--- config.mk ---
export PLATFORM = sky130hd
export DESIGN_NAME = ttc_intr_sched25
export DESIGN_NICKNAME = d
export VERILOG_FILES = /design/src/rtl/ttc_intr_sched25.sv
export SDC_FILE = /design/constraint.sdc
export NUM_CORES = 1
export LEC_CHECK = 0
export BUFFER_PORTS_ARGS = -buffer_cell sky130_fd_sc_hd__buf_2
export CORE_MARGIN = 2
export CORE_UTILIZATION = 55
export CTS_BUF_LIST = sky130_fd_sc_hd__clkbuf_4
export DETAILED_ROUTE_END_ITERATION = 10
export GPL_TIMING_DRIVEN = 0
export PLACE_DENSITY = 0.81
export SLEW_MARGIN = 20
export SYNTH_ARGS = -nofsm -noshare
export SYNTH_HDL_FRONTEND = slang
export SYNTH_SLANG_ARGS = --single-unit
--- constraint.sdc ---
create_clock -name pclk25 -period 2.7 [get_ports pclk25]
set_clock_uncertainty 0.2 [all_clocks]
set_input_delay 0 -clock pclk25 [delete_from_list [all_inputs] [get_ports pclk25]]
set_output_delay 0 -clock pclk25 [all_outputs]
set_load 0.02 [all_outputs]
--- src/rtl/ttc_intr_sched25.sv ---
// Interrupt scheduler for the triple timer-counter: arbitrates the per-counter
// interrupt levels onto one CPU line and pulses the winner's clear after ack or timeout.
module ttc_intr_sched25 #(
    parameter int NUM_CNT     = 3,
    parameter int SRC_W       = 2,
    parameter int ACK_TIMEOUT = 255,
    parameter int TO_W        = 8
) (
    input  logic                 pclk25,
    input  logic                 p_reset25,
    input  logic [NUM_CNT-1:0]   cnt_intr25,
    input  logic [6*NUM_CNT-1:0] cnt_intr_reg25,
    input  logic                 sched_en25,
    input  logic                 prio_mode25,
    input  logic                 irq_ack25,
    input  logic                 timeout_clr25,
    output logic                 irq25,
    output logic [SRC_W-1:0]     irq_src25,
    output logic [5:0]           irq_status25,
    output logic [NUM_CNT-1:0]   clear_interrupt25,
    output logic                 timeout25
);

    typedef enum logic [1:0] {
        IDLE   = 2'd0,
        ASSERT = 2'd1,
        CLEAR  = 2'd2,
        WAIT   = 2'd3
    } state_t;

    state_t               state_q, state_d;
    logic [TO_W-1:0]      count_q, count_d;
    logic [SRC_W-1:0]     last_q, last_d;
    logic                 irq_q, irq_d;
    logic [SRC_W-1:0]     src_q, src_d;
    logic [5:0]           status_q, status_d;
    logic [NUM_CNT-1:0]   clr_q, clr_d;
    logic                 timeout_q, timeout_d;

    logic                 winValid;
    logic [SRC_W-1:0]     winIdx;
    logic [5:0]           winStatus;
    int                   rrIdx;

    // Arbiter: loops run from the far end so the last match is the preferred winner.
    always_comb begin
        winValid  = |cnt_intr25;
        winIdx    = '0;
        rrIdx     = 0;
        if (!prio_mode25) begin
            for (int i = NUM_CNT - 1; i >= 0; i--) begin
                if ((cnt_intr25 & (NUM_CNT'(1) << i)) != '0) begin
                    winIdx = SRC_W'(i);
                end
            end
        end else begin
            for (int k = NUM_CNT; k >= 1; k--) begin
                rrIdx = (int'(last_q) + k) % NUM_CNT;
                if ((cnt_intr25 & (NUM_CNT'(1) << rrIdx)) != '0) begin
                    winIdx = SRC_W'(rrIdx);
                end
            end
        end
        winStatus = 6'(cnt_intr_reg25 >> (6 * int'(winIdx)));
    end

    always_comb begin
        state_d   = state_q;
        count_d   = count_q;
        last_d    = last_q;
        irq_d     = irq_q;
        src_d     = src_q;
        status_d  = status_q;
        clr_d     = '0;
        timeout_d = timeout_q;

        if (timeout_clr25) begin
            timeout_d = 1'b0;
        end

        case (state_q)
            IDLE: begin
                if (sched_en25 && winValid) begin
                    state_d  = ASSERT;
                    irq_d    = 1'b1;
                    count_d  = TO_W'(1);
                    src_d    = winIdx;
                    status_d = winStatus;
                    if (prio_mode25) begin
                        last_d = winIdx;
                    end
                end
            end
            ASSERT: begin
                // An ack on the final allowed cycle wins over the timeout.
                if (irq_ack25) begin
                    state_d = CLEAR;
                    irq_d   = 1'b0;
                    clr_d   = NUM_CNT'(1) << src_q;
                    count_d = '0;
                end else if (count_q == TO_W'(ACK_TIMEOUT)) begin
                    state_d   = CLEAR;
                    irq_d     = 1'b0;
                    clr_d     = NUM_CNT'(1) << src_q;
                    count_d   = '0;
                    timeout_d = 1'b1;
                end else begin
                    count_d = count_q + TO_W'(1);
                end
            end
            CLEAR: begin
                state_d = WAIT;
            end
            WAIT: begin
                state_d = IDLE;
            end
            default: begin
                state_d = IDLE;
            end
        endcase
    end

    always_ff @(posedge pclk25) begin
        if (p_reset25) begin
            state_q   <= IDLE;
            count_q   <= '0;
            last_q    <= SRC_W'(NUM_CNT - 1);
            irq_q     <= 1'b0;
            src_q     <= '0;
            status_q  <= '0;
            clr_q     <= '0;
            timeout_q <= 1'b0;
        end else begin
            state_q   <= state_d;
            count_q   <= count_d;
            last_q    <= last_d;
            irq_q     <= irq_d;
            src_q     <= src_d;
            status_q  <= status_d;
            clr_q     <= clr_d;
            timeout_q <= timeout_d;
        end
    end

    assign irq25             = irq_q;
    assign irq_src25         = src_q;
    assign irq_status25      = status_q;
    assign clear_interrupt25 = clr_q;
    assign timeout25         = timeout_q;

endmodule

Word-level counts from Yosys, hierarchy flattened
Index checks and enable logic that the tools add are counted.

operators by class
  multiplexer cells = 25
  bitwise operators = 4
  reduce and logical (&&, ||, !) cells = 13
  $mul = 1
  $add $sub $neg = 4
  shift-type cells = 5
  divide/modulo/power cells = 3
  eq/ne operators = 6

operators with widths
  kind                                                  number
  modulo 32 x 3 -> 32 bit (second input constant)       3
  << shifter 1 x 32 -> 3 bit (first input constant)     3
  2-to-1 mux 8 bit                                      3
  2-to-1 mux 2 bit                                      10
  >> shifter 18 x 5 -> 6 bit                            1
  one-hot mux 8 bit (2 select lines)                    1
  bitwise AND 3 bit                                     3
  nonzero test 3 bit                                    3
  adder 8 x 1 -> 8 bit (second input constant)          1
  equality test 8 bit (second input constant)           1
  one-hot mux 2 bit (4 select lines)                    1
  2-to-1 mux 1 bit                                      7
  adder 2 x 2 -> 3 bit (second input constant)          2
  2-to-1 mux 3 bit                                      2
  AND reduction 2 bit                                   3
  AND reduction 3 bit                                   2
  equality test 2 bit (second input constant)           2
  multiplier 2 x 2 -> 4 bit (first input constant)      1
  adder 2 x 1 -> 3 bit (second input constant)          1
  inequality test 3 bit (second input constant)         1
  OR reduction 3 bit                                    1
  << shifter 1 x 2 -> 3 bit (first input constant)      1
  equality test 2 x 1 -> 1 bit (second input constant)  1
  logical NOT 2 bit                                     1
  6 further kinds                                       6

storage, ports and cells
  register bits = 25

Logic depth before layout (Yosys ltp)
Gate-level depths: netlist of the first run.

  depth in word-level cells = 11
  depth in mapped cells = 9
  gate-level depth less buffers = 7

Worst setup path before layout of the first run
Ideal clock, no wire load.

  path kind = reg2reg
  from = register last_q[0]
  to = register status_q[0], in the netlist irq_status25[0]
  cell stages (with the launch flop) = 9
  setup slack = 0.550 ns
  period minus slack after synthesis = 2.150 ns
  required time = 2.414 ns
  arrival = 1.864 ns
  path buffers = 1
  cells stage by stage = dfxtp_1 inv_1 ha_1 buf_6 nand2b_4 a2111oi_4 nor2_4 mux2i_1 a211oi_1

on the way
  word-level cells in the longest chain between the ends = 11
  elaborated cells on any way between the ends = 21
  those cells by class = add/sub: 3; mul: 1; div: 3; shift: 4; mux: 4; bitwise: 3; reduce/logical: 3

ends and longest elaborated chain
  item                            RTL line  RTL
  start, declared                 33        logic [SRC_W-1:0] last_q, last_d;
  start signal, assigned          127       last_q <= SRC_W'(NUM_CNT - 1);
  start signal, assigned          136       last_q <= last_d;
  adder 2 x 2 -> 3 bit            58        rrIdx = (int'(last_q) + k) % NUM_CNT;
  modulo 32 x 3 -> 32 bit         58
  << shifter 1 x 32 -> 3 bit      59        if ((cnt_intr25 & (NUM_CNT'(1) << rrIdx)) != '0) begin
  bitwise AND 3 bit               59
  nonzero test 3 bit              59
  2-to-1 mux 2 bit (2 in series)  59
  2-to-1 mux 2 bit (*)            59
  2-to-1 mux 2 bit (*)            50        if (!prio_mode25) begin
  multiplier 2 x 2 -> 4 bit (*)   64        winStatus = 6'(cnt_intr_reg25 >> (6 * int'(winIdx)));
  >> shifter 18 x 5 -> 6 bit (*)  64
  end signal, assigned            139       status_q <= status_d;
  end, declared                   36        logic [5:0] status_q, status_d;

Every way passes the cells marked *; elsewhere a longest branch is shown, timed or not.
A chain may end at the register's enable or synchronous reset.

Worst setup path after layout of the first run
  from = register last_q[0]
  to = register status_q[3], in the netlist irq_status25[3]

The elaborated chain is that of the path after synthesis.

==> results of run 1 <==
## report_power, final
group          switching (uW)  internal (uW)
clock                     118           55.7
sequential               49.9            439
combinational             407            283
## per-stage QoR
step / std cells / setup WS [ps] / cell area (um^2) / hold WS, ps / total power (uW)
final: 268 / 176 / 2070 / 1.41 / 1350
after global routing: 268 / 33.3 / 2070 / 39.0 / 1430
after CTS: 268 / 245 / 2070 / 4.20 / 1330
after detailed placement: 243 / 291 / 1830 / 110 / 1130
after global placement: 243 / 400 / 1830 / 88.1 / 1100
after floorplan: 174 / 550 / 1600 / -30.7 / 964
## cell type report
type                       instances  area [um^2]  share of cell area (%)
multi-input combinational        130          991                    47.9
sequential                        25          500                    24.2
timing repair buffer              59          400                    19.4
buffer                             8         67.6                    3.27
inverter                          11         41.3                    2.00
tap                               31         38.8                    1.88
clock buffer                       3         22.5                    1.09
clock inverter                     1         5.00                   0.242
## synthesized netlist by cell type, types with 2 or more instances
master and number:
nor3_2 2, a211oi_1 13, ha_1 7, nor2_1 17, xnor2_1 2, o211ai_1 4, buf_4 2, nor3_1 4
nor3b_1 8, dfxtp_1 25, and4bb_2 2, nor2b_1 2, a21oi_1 6, clkbuf_1 2, buf_6 4, a32oi_1 2
o21ai_0 10, nand2_1 12, inv_1 11, nand4_1 2, mux2i_1 8, xor2_1 3, a211oi_2 3
## kinds of logic (layout without fill, tap and decap cells)
| kind of cell | Yosys count | in the layout | synth area share [%] |
|---|---|---|---|
| compound gates | 54 | 54 | 28.1 |
| simple gates | 56 | 56 | 20.6 |
| mux | 8 | 8 | 5.00 |
| xor+xnor | 5 | 5 | 2.74 |
| flops | 25 | 25 | 31.3 |
| buf+inv | 19 | 82 | 6.80 |
| fa+ha+maj | 7 | 7 | 5.47 |
## routing by layer
metal / GRT usage [%] / part of all wire [%] / vias to the layer above
met2: 50.6 / 51 / 80
met1: 30.9 / 37 / 748
met3: 3.79 / 5.7 / 21
met5: 0 / 0 / -
li1: - / - / 777
met4: 19.3 / 5.6 / 0
## path summary, 6_finish.rpt
check	to	slack, ps	depth (start not counted)	start
worst max register to register	irq_status25[3]	180	8	last_q[0]
worst min-delay path	last_q[1]	1	4	cnt_intr25[2]
worst max-delay path	irq_status25[3]	180	8	last_q[0]
worst min register to register	count_q[1]	290	2	count_q[1]
## tightest hold or removal path, delay by kind of cell
kind / cells / cell delay [ps]
buf+inv: 2 / 250
compound gates: 2 / 260
## state kept, by name, indices dropped and copies added, names as in the netlist
| name | cells |
|---|---|
| count_q | 8 |
| irq_status25 | 6 |
| clear_interrupt25 | 3 |
| irq_src25 | 2 |
| last_q | 2 |
| state_q | 2 |
| irq25 | 1 |
| timeout25 | 1 |
==> impl_metrics.toml, run 1 <==
[logic_synthesis]
synth_area_leaders = "dfxtp_1 (31%), a211oi_1 (6.1%), ha_1 (5.5%), mux2i_1 (5.0%), nor2_1 (4.0%)"
syn-mean-instance-area_um2 = 9.20
ys_seq_area_share_pct = 31.3
synth_edf_count = 0
ys_ff_latch = 25
post-synth-top-area-cell = "dfxtp_1"
synth_nets = 208
ys_types = 46
syn_area_mm2 = 0.00160
syn_inst = 174
ys_warn_count = 0
synth_top_area_share_pct = 31.3
async_flop_share_pct = 0
synthFlopType = "dfxtp_1"

[grt]
grt-ovfl-total = 0
grt_pass1_vias = 1618
grt_pass1_wl_um = 7280
grt_max_degree = 15
antenna_found_initial = 0
track_usage_pct = 28.4

[setup_path]
path_cells = "inv_1, ha_1, buf_4, nor3b_2, a2111oi_4, nor2_4, mux2i_1, a211oi_1"
worstSetupEndpointType = "register"
slowest_stage = "a2111oi_4"
required_ps = 2740
crit_family = "compound AO/OA/AOI/OAI gates"
crit_type = "register to register"
start_kind = "register"
crit_buf_inv = 2
worst-path-max-fanout = 10
cpPeakStageDelay_ps = 590
cp.arrival_ps = 2560

[min_path]
hold_path.class = "primary input to register"

[timing]
min_period_ps = 2520
maxSlewHeadroom_pct = 58.9
finalHoldViolations = 0
rsz0062_at_grt = "false"
period_share_pct = 93.5
setup_violations = 0
setup_tns_ps = 0
drv_slew = 0
fmax_mhz = 396
worstMarginPinSlew_ps = 610

[layout]
fill_cells = 200
diodes = 0
final_cell_mix = "buf_2 (38), dfxtp_1 (25), dlygate4sd3_1 (21), nor2_1 (17), a211oi_1 (13)"
drive_gt1_share_pct = 27.4
nets = 272
syn2layout_area_growth_pct = 29.2
mostFrequentLayoutCell = "buf_2"
utilization_pct = 75.0

[placement]
place.gp.congestion = 0.812
dp_hpwl_um = 2900
port_buffers = 38

[detailed_routing]
vias = 1626
drc = 0
wl_per_cell_um = 16.9
drt_first_pass_iters = 4
viasPerCell = 6.07
ant_nets = 0
routed_wl_um = 4520
drt_iter0_markers = 122

[floorplanning]
row_count = 19
ioPinCount = 40
start_util_pct = 58.0
die-area_mm2 = 0.00336
die_h_um = 57.9
fp.coreArea_mm2 = 0.00276
die_x_um = 57.9

[clock_network]
hold_buffers = 21
tritoncts = "done"
clockBufferDepth = 2
postCtsSetupBuffers = 0
path_clk_slew_ps = 140
cts_buffers = 3
cts.repair.resized = 0
cts_root_buffer = "clkbuf_4"
htree_num_levels = 1
insertion_delay_ps = 330
cts_sinks = 25

[flow_run]
drv_cap = 0

[power]
p_per_area_mw_per_mm2 = 654
ir_drop_mv = 0.524
p_leak_uw = 0.000883

[run_status]
status = "finished clean"
No activity file was read; power rests on OpenSTA's default activity.
==> inputs of run 2 (changes only) <==
--- a/config.mk
+++ b/config.mk
@@ -7,11 +7,11 @@
 export LEC_CHECK = 0
 export BUFFER_PORTS_ARGS = -buffer_cell sky130_fd_sc_hd__buf_2
 export CORE_MARGIN = 2
-export CORE_UTILIZATION = 55
+export CORE_UTILIZATION = 59
 export CTS_BUF_LIST = sky130_fd_sc_hd__clkbuf_4
 export DETAILED_ROUTE_END_ITERATION = 10
 export GPL_TIMING_DRIVEN = 0
-export PLACE_DENSITY = 0.81
+export PLACE_DENSITY = 0.86
 export SLEW_MARGIN = 20
 export SYNTH_ARGS = -nofsm -noshare
 export SYNTH_HDL_FRONTEND = slang
==> constraint.sdc (replaced) <==
create_clock -name pclk25 -period 3.1 [get_ports pclk25]
set_clock_uncertainty 0.2 [all_clocks]
set_input_delay 0 -clock pclk25 [delete_from_list [all_inputs] [get_ports pclk25]]
set_output_delay 0 -clock pclk25 [all_outputs]
set_load 0.1 [all_outputs]
==> impl_metrics.toml, run 2 (synthesis gave the netlist of run 1 again) <==
[run_status]
status = "finished clean"

[layout]
mostFrequentLayoutCell = "buf_2"
drive_gt1_share_pct = 28.2
largest_register_ffs = 8
top_register = "count_q"
fill_cells = 161
syn2layout_area_growth_pct = 30.0
nets = 273
diodes = 0
final_cell_mix = "buf_2 (38), dfxtp_1 (25), dlygate4sd3_1 (20), nor2_1 (17), a211oi_1 (13)"

[min_path]
hold_path.class = "primary input to register"

[grt]
grt-ovfl-total = 0
grt_pass1_wl_um = 7400
grt_pass1_vias = 1709
track_usage_pct = 29.1
grt_max_degree = 17
antenna_found_initial = 0

[floorplanning]
ioPinCount = 40
row_count = 18
die_x_um = 56.1
start_util_pct = 63.4
die_h_um = 56.1
fp.coreArea_mm2 = 0.00252
die-area_mm2 = 0.00314

[power]
p_per_area_mw_per_mm2 = 689
p_int_uw = 687
p_leak_uw = 0.000886
clockPowerShare_pct = 11.6
swShare_pct = 52.1
p_comb_share_pct = 58.7
p_total_uw = 1430
ir_drop_mv = 0.644
p_switching_uw = 746
seqPwrFrac_pct = 29.7

[flow_run]
drv_cap = 0

[timing]
worstMarginPinSlew_ps = 613
finalHoldViolations = 0
worst_slack_ps = 85.5
min_period_ps = 3010
maxSlewHeadroom_pct = 58.7
setup_tns_ps = 0
drv_slew = 0
fmax_mhz = 332
setup_violations = 0
period_share_pct = 97.2

[setup_path]
r2r-end = "irq_status25[4]"
required_ps = 3150
worst-path-max-fanout = 10
endpoint = "irq_status25[4]"
start_kind = "register"
r2r.worst_path.cells = 9
worstSetupEndpointType = "register"
cp-startpoint = "last_q[0]"
r2r_start = "last_q[0]"
cp.arrival_ps = 3060
r2r_slack_ps = 90
crit_type = "register to register"

[clock_network]
insertion_delay_ps = 340
cts_root_buffer = "clkbuf_4"
cts_sinks = 25
htree_num_levels = 1
tritoncts = "done"
clockBufferDepth = 2
path_clk_slew_ps = 160
cts_buffers = 3

[detailed_routing]
routed_wl_um = 4660
drt_iter0_markers = 72
drt_first_pass_iters = 5
drc = 0
wl_per_cell_um = 17.4
ant_nets = 0
viasPerCell = 6.25
vias = 1674

[placement]
place.gp.congestion = 0.837
dp_hpwl_um = 3050
port_buffers = 38
pre_cts_slack_ps = 699
[run 2: per-layer routing]
metal  GRT usage, %  vias up  part of all wire (%)
li1               -      776                     -
met1           29.9      791                    37
met2           54.3       80                    52
met3           3.49       27                   5.0
met4           19.0        0                   5.5
met5              0        -                     0
[run 2: timing repair]
item / in CTS / in global routing
resized for setup: 0 / 1
endpoints found under the setup margin: 0 / 3
setup buffers: 0 / 2
hold endpoints to repair: 17 / 0
hold buffers: 20 / 0
[run 2: area by class of cell]
| cell class | count | area [um^2] | share of cell area (%) |
|---|---|---|---|
| multi-input cells | 130 | 997 | 47.9 |
| flip-flops and latches | 25 | 500 | 24.1 |
| repair buffers | 60 | 405 | 19.5 |
| plain buffers | 8 | 67.6 | 3.25 |
| inverters | 11 | 41.3 | 1.98 |
| well taps | 30 | 37.5 | 1.80 |
| clock buffers | 3 | 22.5 | 1.08 |
| clock inverters | 1 | 8.76 | 0.421 |
[run 2: worst min path at each step]
stage | start | to | slack (ps) | cells past startpoint
2_1_floorplan | irq_ack25 | count_q[0] | -30 | 3
3_3_place_gp | irq_ack25 | count_q[0] | 90 | 4
3_5_place_dp | irq_ack25 | count_q[0] | 110 | 4
4_1_cts | cnt_intr_reg25[6] | irq_status25[0] | 6 | 4
5_1_grt | cnt_intr_reg25[6] | irq_status25[0] | 20 | 4
6_report | cnt_intr25[2] | last_q[1] | 20 | 4
[run 2: power groups by stage]
stage                     sequential [uW]  clock (uW)  combinational, uW
after floorplan                       690           0                372
after global placement                425           0                748
after detailed placement              430           0                787
after CTS                             422         164                819
after global routing                  430         172                884
final                                 426         166                841
[run 2: critical path, stage by stage (launching register included)]
cell and delay, ps:
dfxtp_1 410, inv_1 70, ha_1 310, buf_4 180, a211oi_2 350, nor3_4 130, nor2_4 290, mux2i_1 120
dlygate4sd3_1 570, a211oi_1 290
[run 2: through the flow]
step	util (%)	hold slack [ps]	instance area, um^2	instances
floorplan	-	-30.7	1600	174
global placement	72.5	86.4	1830	242
detailed placement	72.5	109	1830	242
CTS	81.6	6.45	2060	266
global route	82.5	19.5	2080	268
finish	82.5	18.2	2080	268
